**config.mk**
```make
export PLATFORM = sky130hd
export DESIGN_NAME = move_seq
export DESIGN_NICKNAME = d
export VERILOG_FILES = /design/src/rtl/knight_pkg.sv /design/src/rtl/frwrd_ramp.sv /design/src/rtl/move_seq.sv
export SDC_FILE = /design/constraint.sdc
export NUM_CORES = 1
export LEC_CHECK = 0
export BUFFER_PORTS_ARGS = -buffer_cell sky130_fd_sc_hd__buf_2
export CORE_MARGIN = 1
export CORE_UTILIZATION = 35
export CTS_CLUSTER_SIZE = 20
export DETAILED_ROUTE_END_ITERATION = 16
export SLEW_MARGIN = 30
export SYNTH_ARGS = -nofsm -noshare
export SYNTH_HDL_FRONTEND = slang
export SYNTH_SLANG_ARGS = --single-unit
```
**constraint.sdc**
```tcl
create_clock -name clk -period 8.4 [get_ports clk]
set_clock_uncertainty 0.05 [all_clocks]
set_input_delay 1.68 -clock clk [delete_from_list [all_inputs] [get_ports clk]]
set_output_delay 1.68 -clock clk [all_outputs]
set_load 0.01 [all_outputs]
```
**src/rtl/knight_pkg.sv**
```systemverilog
// Shared types and constants for the knight-move sequencing logic.
// Imported by the move sequencer and its forward-speed ramp.
package knight_pkg;

   typedef enum logic [2:0] {
      ST_IDLE,
      ST_SETTLE,
      ST_RAMP_UP,
      ST_CRUISE,
      ST_RAMP_DN
   } move_state_t;

   localparam logic [3:0]  OP_MOVE        = 4'h2;
   localparam logic [9:0]  DEF_MAX_SPD    = 10'h2A0;
   localparam logic [11:0] DEF_ERR_THRESH = 12'h030;

endpackage

```
**src/rtl/frwrd_ramp.sv**
```systemverilog
// Saturating up/down forward-speed accumulator, stepped on heading_rdy.
// Ramp-down uses twice the ramp-up step.
module frwrd_ramp #(
   parameter logic [9:0] STEP    = 10'h004,
   parameter logic [9:0] MAX_SPD = 10'h2A0
) (
   input  logic       clk,
   input  logic       rst_n,
   input  logic       en,
   input  logic       inc,
   input  logic       dec,
   input  logic       clr,
   output logic [9:0] frwrd,
   output logic       at_max,
   output logic       at_zero,
   output logic       hit_max
);

   logic [10:0] sum_up;
   logic [10:0] dstep;
   logic [10:0] diff_dn;
   logic        sat_up;
   logic        sat_dn;

   assign sum_up  = {1'b0, frwrd} + {1'b0, STEP};
   assign dstep   = {STEP, 1'b0};
   assign diff_dn = {1'b0, frwrd} - dstep;
   assign sat_up  = sum_up >= {1'b0, MAX_SPD};
   assign sat_dn  = {1'b0, frwrd} <= dstep;

   // Flags the update that lands on MAX_SPD so the FSM moves in the same edge.
   assign hit_max = en & inc & sat_up;
   assign at_max  = frwrd == MAX_SPD;
   assign at_zero = frwrd == 10'h000;

   always_ff @(posedge clk or negedge rst_n) begin
      if (!rst_n)
         frwrd <= 10'h000;
      else if (clr)
         frwrd <= 10'h000;
      else if (en && inc)
         frwrd <= sat_up ? MAX_SPD : sum_up[9:0];
      else if (en && dec)
         frwrd <= sat_dn ? 10'h000 : diff_dn[9:0];
   end

endmodule

```
**src/rtl/move_seq.sv**
```systemverilog
// Knight-move leg sequencer feeding the steering PID: settle heading,
// ramp up, cruise while counting lines, ramp down, then respond.
module move_seq
   import knight_pkg::*;
#(
   parameter bit          FAST_SIM   = 1'b0,
   parameter logic [9:0]  FRWRD_INC  = 10'h004,
   parameter logic [9:0]  MAX_SPD    = DEF_MAX_SPD,
   parameter logic [11:0] ERR_THRESH = DEF_ERR_THRESH
) (
   input  logic        clk,
   input  logic        rst_n,
   input  logic [15:0] cmd,
   input  logic        cmd_rdy,
   output logic        clr_cmd_rdy,
   input  logic [11:0] heading,
   input  logic        heading_rdy,
   input  logic        cntrIR,
   output logic        moving,
   output logic        err_vld,
   output logic [11:0] error,
   output logic [9:0]  frwrd,
   output logic        send_resp
);

   localparam logic [9:0] STEP = FAST_SIM ? (FRWRD_INC << 3) : FRWRD_INC;

   move_state_t state;
   move_state_t state_nxt;

   logic [11:0] desired_heading;
   logic [3:0]  squares;
   logic [4:0]  line_cnt;
   logic        ir_ff;
   logic        ir_rise;
   logic        line_done;
   logic [11:0] err_raw;
   logic [11:0] err_abs;
   logic        settled;
   logic        accept;
   logic        reject;
   logic        counting;
   logic        at_max;
   logic        at_zero;
   logic        hit_max;

   assign err_vld   = heading_rdy;
   assign err_raw   = heading - desired_heading;
   assign error     = (state == ST_IDLE) ? 12'h000 : err_raw;
   assign err_abs   = err_raw[11] ? (~err_raw + 12'd1) : err_raw;
   assign settled   = err_abs < ERR_THRESH;
   assign ir_rise   = cntrIR & ~ir_ff;
   assign counting  = (state == ST_RAMP_UP) || (state == ST_CRUISE);
   assign line_done = line_cnt == {squares, 1'b0};

   always_comb begin
      state_nxt = state;
      accept    = 1'b0;
      reject    = 1'b0;
      unique case (state)
         ST_IDLE:
            // clr_cmd_rdy guard stops a rejected command being seen twice
            if (cmd_rdy && !clr_cmd_rdy) begin
               if (cmd[15:12] == OP_MOVE) begin
                  accept    = 1'b1;
                  state_nxt = ST_SETTLE;
               end else begin
                  reject = 1'b1;
               end
            end
         ST_SETTLE:
            if (heading_rdy && settled)
               state_nxt = (squares == 4'h0) ? ST_RAMP_DN : ST_RAMP_UP;
         ST_RAMP_UP:
            if (line_done)
               state_nxt = ST_RAMP_DN;
            else if (hit_max)
               state_nxt = ST_CRUISE;
         ST_CRUISE:
            if (line_done)
               state_nxt = ST_RAMP_DN;
         ST_RAMP_DN:
            if (at_zero)
               state_nxt = ST_IDLE;
         default:
            state_nxt = ST_IDLE;
      endcase
   end

   always_ff @(posedge clk or negedge rst_n) begin
      if (!rst_n) begin
         state       <= ST_IDLE;
         moving      <= 1'b0;
         clr_cmd_rdy <= 1'b0;
         send_resp   <= 1'b0;
      end else begin
         state       <= state_nxt;
         moving      <= state_nxt != ST_IDLE;
         clr_cmd_rdy <= accept | reject;
         send_resp   <= reject | ((state == ST_RAMP_DN) && at_zero);
      end
   end

   always_ff @(posedge clk or negedge rst_n) begin
      if (!rst_n) begin
         desired_heading <= 12'h000;
         squares         <= 4'h0;
      end else if (accept) begin
         desired_heading <= (cmd[11:4] == 8'h00) ? 12'h000 : {cmd[11:4], 4'hF};
         squares         <= cmd[3:0];
      end else if (state == ST_IDLE) begin
         desired_heading <= heading;
      end
   end

   always_ff @(posedge clk or negedge rst_n) begin
      if (!rst_n) begin
         ir_ff    <= 1'b0;
         line_cnt <= 5'h00;
      end else begin
         ir_ff <= cntrIR;
         if (accept)
            line_cnt <= 5'h00;
         else if (counting && ir_rise && (line_cnt != 5'h1F))
            line_cnt <= line_cnt + 5'h01;
      end
   end

   frwrd_ramp #(
      .STEP    (STEP),
      .MAX_SPD (MAX_SPD)
   ) u_ramp (
      .clk     (clk),
      .rst_n   (rst_n),
      .en      (heading_rdy),
      .inc     ((state == ST_RAMP_UP) && !line_done),
      .dec     (state == ST_RAMP_DN),
      .clr     (state == ST_IDLE),
      .frwrd   (frwrd),
      .at_max  (at_max),
      .at_zero (at_zero),
      .hit_max (hit_max)
   );

endmodule

```
# --- Word-level counts from Yosys, hierarchy flattened ---
# Cells that the tools add are included.
op_classes:
  n_addsub: 5
  order_cmp: 3
  n_eq_ne: 7
  muxes: 27
  n_bitwise: 7
  reduce_logical: 19
op_table:
  columns: ["operator", "n"]
  rows:
  - ["12-bit two-way mux", 5]
  - ["10-bit two-way mux", 5]
  - ["3-bit two-way mux", 8]
  - ["3-bit one-hot mux with 5 select lines", 1]
  - ["12-bit by 1-bit adder with 12-bit output (second input constant)", 1]
  - ["12-bit by 6-bit < comparator with 1-bit output (second input constant)", 1]
  - ["12-bit NOT", 1]
  - ["12-bit subtractor", 1]
  - ["10-bit by 3-bit adder with 11-bit output (second input constant)", 1]
  - ["11-bit by 10-bit greater-or-equal comparator with 1-bit output (second input constant)", 1]
  - ["10-bit by 4-bit <= comparator with 1-bit output (second input constant)", 1]
  - ["10-bit zero test", 1]
  - ["5-bit two-way mux", 2]
  - ["10-bit by 4-bit subtractor with 10-bit output (second input constant)", 1]
  - ["1-bit logical AND", 8]
  - ["8-bit zero test", 1]
  - ["3-bit by 2-bit equality test with 1-bit output (second input constant)", 2]
  - ["1-bit two-way mux", 6]
  - ["3-bit nonzero test", 2]
  - ["5-bit by 1-bit adder with 5-bit output (second input constant)", 1]
  - ["5-bit equality test", 1]
  - ["5-bit inequality test (second input constant)", 1]
  - ["4-bit by 2-bit equality test with 1-bit output (second input constant)", 1]
  - ["4-bit zero test", 1]
  - ["other kinds (9)", 14]
totals:
  reg_bits: 38
  word_cells: 77

# --- Logic depth before layout (Yosys ltp) ---
# Gate-level depths: netlist (run 1).
depth:
  word_depth: 9
  ltp_mapped: 11
  mapped_depth_nobuf: 11

# --- Hierarchy ---
# From an unflattened synthesis (run 1), not the netlist that was laid out.
hier_totals:
  cells_unflattened: 360
  hier_area_um2: 2916.5
by_module_without_submodules:
  columns: ["mod", "n_inst", "cells_per_inst", "area_each_um2"]
  rows:
  - ["move_seq", 1, 241, 1988.2]
  - ["frwrd_ramp", 1, 119, 928.4]

# --- Least setup slack after synthesis (run 1) ---
# No wires, ideal clock.
synth_timing:
  path_type: "input to output"
  from: "in heading[0]"
  to: "out error[10]"
  arrival_ns: 3.170
  required_ns: 6.670
  setup_slack_ns: 3.500
  stages: 9
  path_buffers: 0
  path_cell_list: "inv_1 > ha_1 > fa_1 > nor2b_4 > o31ai_2 > a21oi_1 > or3_1 > xor2_1 > and2_1"
synth_between:
  elab_chain_cells: 2
synth_rtl:
  columns: ["item", "line", "rtl"]
  rows:
  - ["from (decl)", "move_seq.sv:16", "input logic [11:0] heading,"]
  - ["12-bit subtractor", "move_seq.sv:48", "assign err_raw = heading - desired_heading;"]
  - ["12-bit two-way mux", "move_seq.sv:49", "assign error = (state == ST_IDLE) ? 12'h000 : err_raw;"]
  - ["to (decl)", "move_seq.sv:21", "output logic [11:0] error,"]
# No other way between the ends.

# --- Worst setup path after layout (run 1) ---
# Ends and elaborated chain as after synthesis.

==> results.toml, run 1 <==
[run_status]
status = "finished clean"

[die]
core-area_mm2 = 0.007727
num_io_pins = 59
row_count = 32
die_w_um = 91.51
start_util_pct = 36.29
die_y_um = 91.51
die_area_mm2 = 0.008373

[clock_network]
ctsLongestPathBuffers = 2
cts_hold_buf = 0
cts-root-buf = "clkbuf_8"
cts.sinks = 36
clk_pin_slew_ns = 0.08
h-tree-depth = 2
cts_setup_buffers = 0
clock_latency_ns = 0.28
cts_buffers = 5
cts_tree = "built"
ctsResizeCount = 0

[synthesis]
ys_ff_latch = 36
synth_cell_types = 57
synth.largest_area_cell = "dfrtp_1"
synth_edf_count = 0
async_flop_share_pct = 100.0
postSynthAreaPerCell_um2 = 7.966
ys_seq_area_share_pct = 32.13
synth_flop_cell = "dfrtp_1"
yosysWarnings = 0
syn_area_mm2 = 0.002804
synth_top_area_share_pct = 32.13
synth_cells = 352
synth_area_leaders = "dfrtp_1 32%, ha_1 8.5%, nand2_1 6.8%, nor2_1 5.8%, a21oi_1 3.6%"

[grt]
grt_antenna_before_repair = 0
grt_overflow_total = 0
grt_use_total_pct = 17.78
grt_pass1_vias = 2467
grt_max_degree = 37
grt_pass1_wl_mm = 12.05

[detailed_routing]
dr.pass1.iters = 4
drt-vias-per-instance = 5.162
first_iter_violations = 91
ant_nets = 0
drt_wl_total_mm = 6.912
wl_per_cell_um = 13.69
drc = 0
vias = 2607

[place]
portBuffers = 56
place_congestion = 0.8246
hpwl_mm = 5.333
place_ws_ns = 3.139
placed_cell_area_mm2 = 0.003164

[layout]
layout.area.seq_um2 = 900.9
mostFrequentLayoutCell = "buf_2"
syn2layout_area_growth_pct = 16.33
final_cell_mix = "56 x buf_2, 51 x nand2_1, 43 x nor2_1"
fill_cells = 817
final_area_mm2 = 0.003262
num-nets-final = 455
final_util_pct = 42.21
drive_gt1_share_pct = 19.35
diodes = 0
multi_input_area_mm2 = 0.001772

[sta]
holdWs_ns = 0.4222
setup_ws_ns = 3.151
max_freq_ghz = 0.1905
slew_headroom_pct = 44.71
min_period_ns = 5.249
setup_violations = 0
tns_ns = 0
drv_slew = 0
tightest_slew_ns = 0.8294
rsz0062_at_grt = "no"
fin_crit_sh_pct = 62.49
hold_violations = 0

[critical_path]
rr_worst_depth = 6
worst_ep_arrival_time_ns = 3.52
start_kind = "primary input"
path_max_fanout = 5
crit_required_ns = 6.67
critPathCaptureType = "output port"
path_class = "primary input to output port"

[min_path]
hp-class = "register to register"
hold_depth = 1

[pwr]
power_density_mw_per_mm2 = 404.0
irDropWorstVdd_mv = 0.1303
p_leak_nw = 1.625

[job]
drv_cap = 0
## path summary, 6_finish.rpt
check,from,endpoint,slack (ns)
worst max register to register,state[1],desired_heading[2],5.18
min in group asynchronous,rst_n,u_ramp.frwrd[8],1.44
worst min-delay path,clr_cmd_rdy,clr_cmd_rdy,0.42
worst max-delay path,heading[0],error[10],3.15
worst min register to register,clr_cmd_rdy,clr_cmd_rdy,0.42
max in group asynchronous,rst_n,desired_heading[6],6.34
## registers in the layout, summed over array words and instances (netlist names)
register,cells
send_resp,1
line_cnt,5
u_ramp.frwrd,8
moving,1
clr_cmd_rdy,1
state,3
desired_heading,12
ir_ff,1
squares,4
## worst max-delay path, cell delays in order
cell,delay [ns]
buf_2,0.11
inv_1,0.05
ha_1,0.17
fa_1,0.24
nor2b_4,0.07
o31ai_2,0.26
a21oi_1,0.11
or3_1,0.36
xor2_1,0.19
and2_1,0.16
buf_2,0.13
## cell usage after synthesis (6+ instances only)
cell type / count
dfrtp_1: 36
a21oi_1: 20
ha_1: 19
inv_1: 21
nand2b_1: 6
a31oi_1: 11
clkbuf_1: 13
nand2_1: 51
nor3_1: 10
xor2_1: 10
nor2_1: 43
o21ai_0: 12
nand3_1: 9
and2_1: 6
## per-stage QoR
stage               total power [mW]  std cells
floorplan                     0.9711        353
global placement               1.181        497
global route                   1.465        505
CTS                            1.325        505
detailed placement             1.196        497
finish                         1.318        505
## layer usage
layer  GRT usage, %  vias up  part of all wire (%)
li1               -     1332                     -
met1          24.45     1212                    49
met2          28.76       56                    46
met3          2.848        7                   3.5
met4          4.894        0                   1.8
met5              0        -                     0
## area by class of cell
type | instances | share of cell area [%]
multi-input combinational | 280 | 54.32
sequential | 36 | 27.62
clock inverter | 3 | 0.5754
tap | 102 | 3.913
clock buffer | 5 | 2.110
timing repair buffer | 58 | 9.053
inverter | 21 | 2.417
## kinds of logic after synthesis
kind of cell	Yosys count	share of synthesized area, %
AND/OR/NAND/NOR	154	26.24
AO/OA/AOI/OAI	85	20.80
XOR/XNOR	15	4.685
flip-flops	36	32.13
buffers and inverters	37	5.355
multiplexers	4	1.473
adder cells (fa/ha/maj)	20	9.192
other	1	0.1337
## where the power goes
group          total (mW)  internal (mW)  switching (mW)
Clock               0.124         0.0578          0.0661
Sequential          0.321          0.242          0.0791
Combinational       0.873          0.369           0.504
Total                1.32          0.669           0.649
Note: power is estimated with default switching activity, not from simulation.
==> run 2: changes to the inputs <==
clock period = 5.48 ns   (was 8.4 ns; I/O delays follow)
==> run 2 against run 1 <==
Net effect: power up 55%; die area unchanged; core utilization stayed put; setup slack got worse by 1.8 ns; hold slack got worse by 0.0022 ns; sequential power is 54% higher; clock power is 56% higher; sequential share of layout area is the same; register-to-register slack worse by 2.9 ns; via count up 0.81%; cell count unchanged; critical path type unchanged; critical endpoint unchanged; highest routed layer unchanged.
==> results.toml, run 2 (same netlist as run 1, synthesis figures left out) <==
[grt]
grt_pass1_wl_mm = 12.36
grt_pass1_vias = 2568
grt_overflow_total = 0
grt_use_total_pct = 18.35
grt_antenna_before_repair = 0
grt_max_degree = 37

[critical_path]
critPathCaptureType = "output port"
slowest_stage = "or3_1"
crit_top_cell = "buf_2"
max_stage_delay_ns = 0.36
worstPathCellList = "buf_2 > inv_1 > ha_1 > fa_1 > nor2b_4 > o31ai_2 > a21oi_1 > or3_1 > xor2_1 > and2_1 > buf_2"
crit_required_ns = 4.33
worst_ep_arrival_time_ns = 2.95
path_class = "primary input to output port"
r2r_slack_ns = 2.24
path_max_fanout = 5
start_kind = "primary input"

[run_status]
status = "finished clean"

[sta]
slew_headroom_pct = 44.58
hold_violations = 0
drv_slew = 0
setup_violations = 0
rsz0062_at_grt = "no"
setup_ws_ns = 1.387
min_period_ns = 4.093
tns_ns = 0
tightest_slew_ns = 0.8313
max_freq_ghz = 0.2443
fin_crit_sh_pct = 74.69

[layout]
final_cell_count_no_fill = 505
largest_register = "desired_heading"
syn2layout_area_growth_pct = 16.33
final_area_mm2 = 0.003262
drive_gt1_share_pct = 19.35
fill_cells = 798
num-nets-final = 455
final_util_pct = 42.21
largest_reg_flops = 12
mostFrequentLayoutCell = "buf_2"
diodes = 0
final_cell_mix = "56 x buf_2, 51 x nand2_1, 43 x nor2_1"
reg_top3 = "desired_heading: 12 flops, u_ramp.frwrd: 8 flops, line_cnt: 5 flops"

[die]
die_area_mm2 = 0.008373
row_count = 32
die_y_um = 91.51
core-area_mm2 = 0.007727
num_io_pins = 59
die_w_um = 91.51
start_util_pct = 36.29

[min_path]
hp-class = "register to register"

[clock_network]
cts_setup_buffers = 0
cts-root-buf = "clkbuf_8"
cts_buffers = 5
ctsResizeCount = 0
ctsLongestPathBuffers = 2
h-tree-depth = 2
cts_hold_buf = 0
clock_latency_ns = 0.30
cts_tree = "built"
cts.sinks = 36
clk_pin_slew_ns = 0.07

[detailed_routing]
dr.pass1.iters = 4
ant_nets = 0
drt-vias-per-instance = 5.204
drt_wl_total_mm = 7.053
vias = 2628
drc = 0
first_iter_violations = 123
wl_per_cell_um = 13.97

[place]
placed_cell_area_mm2 = 0.003164
portBuffers = 56
place_congestion = 0.8246
placed_cells = 497
place_ws_ns = 1.389
hpwl_mm = 5.337

[pwr]
seq_power_share_pct = 24.2
clkPwrFrac_pct = 9.5
p_leak_nw = 1.625
p_sw_mw = 1.014
power.internal_mw = 1.025
power_density_mw_per_mm2 = 625.0
pwr-share-comb_pct = 66.3
switching_share_pct = 49.72
irDropWorstVdd_mv = 0.1638

[job]
drv_cap = 0
==> run 2: cell counts in the layout (fill, tap and decap cells not counted) <==
No cell type changed its count.
==> run 2: routing by layer <==
layer	part of all wire, %	track usage (%)	up-vias	wire length (µm)
li1	-	-	1334	-
met1	50	25.29	1224	3530
met2	45	29.20	60	3171
met3	3.9	3.769	10	274
met4	1.1	4.630	0	77
met5	0	0	-	0
==> run 2: area by class of cell <==
cell class	instances	area, µm²	share of cell area, %
Sequential cell	36	900.9	27.62
Timing Repair Buffer	58	295.3	9.053
Clock buffer	5	68.82	2.110
Multi-Input combinational cell	280	1772	54.32
Clock inverter	3	18.77	0.5754
Inverter	21	78.83	2.417
Tap cell	102	127.6	3.913
==> run 2: worst paths after layout <==
path                            cells after the start            endpoint         from
worst min-delay path                                1         clr_cmd_rdy  clr_cmd_rdy
min in group asynchronous                           1     u_ramp.frwrd[8]        rst_n
worst min register to register                      1         clr_cmd_rdy  clr_cmd_rdy
max in group asynchronous                           1              moving        rst_n
worst max-delay path                               11           error[10]   heading[0]
worst max register to register                      6  desired_heading[1]     state[1]
==> run 2: power by group through the flow <==
stage	registers [mW]	logic [mW]	clock network, mW
after floorplan	0.467	1.02	0
after global placement	0.496	1.31	0
after detailed placement	0.497	1.34	0
after CTS	0.492	1.35	0.199
after global routing	0.515	1.52	0.214
final	0.493	1.35	0.193
==> run 2: worst max-delay path: cells and delay by family <==
kind / cells / cell delay [ns]
AND/OR/NAND/NOR: 3 / 0.59
XOR/XNOR: 1 / 0.19
adder cells (fa/ha/maj): 2 / 0.41
buffers and inverters: 3 / 0.28
AO/OA/AOI/OAI: 2 / 0.38
==> run 2: through the flow <==
step	total power, mW	hold WS, ns
2_1_floorplan	1.489	0.3985
3_5_place_dp	1.836	0.4063
5_1_grt	2.253	0.4595
4_1_cts	2.039	0.4173
3_3_place_gp	1.810	0.4090
6_report	2.039	0.4200
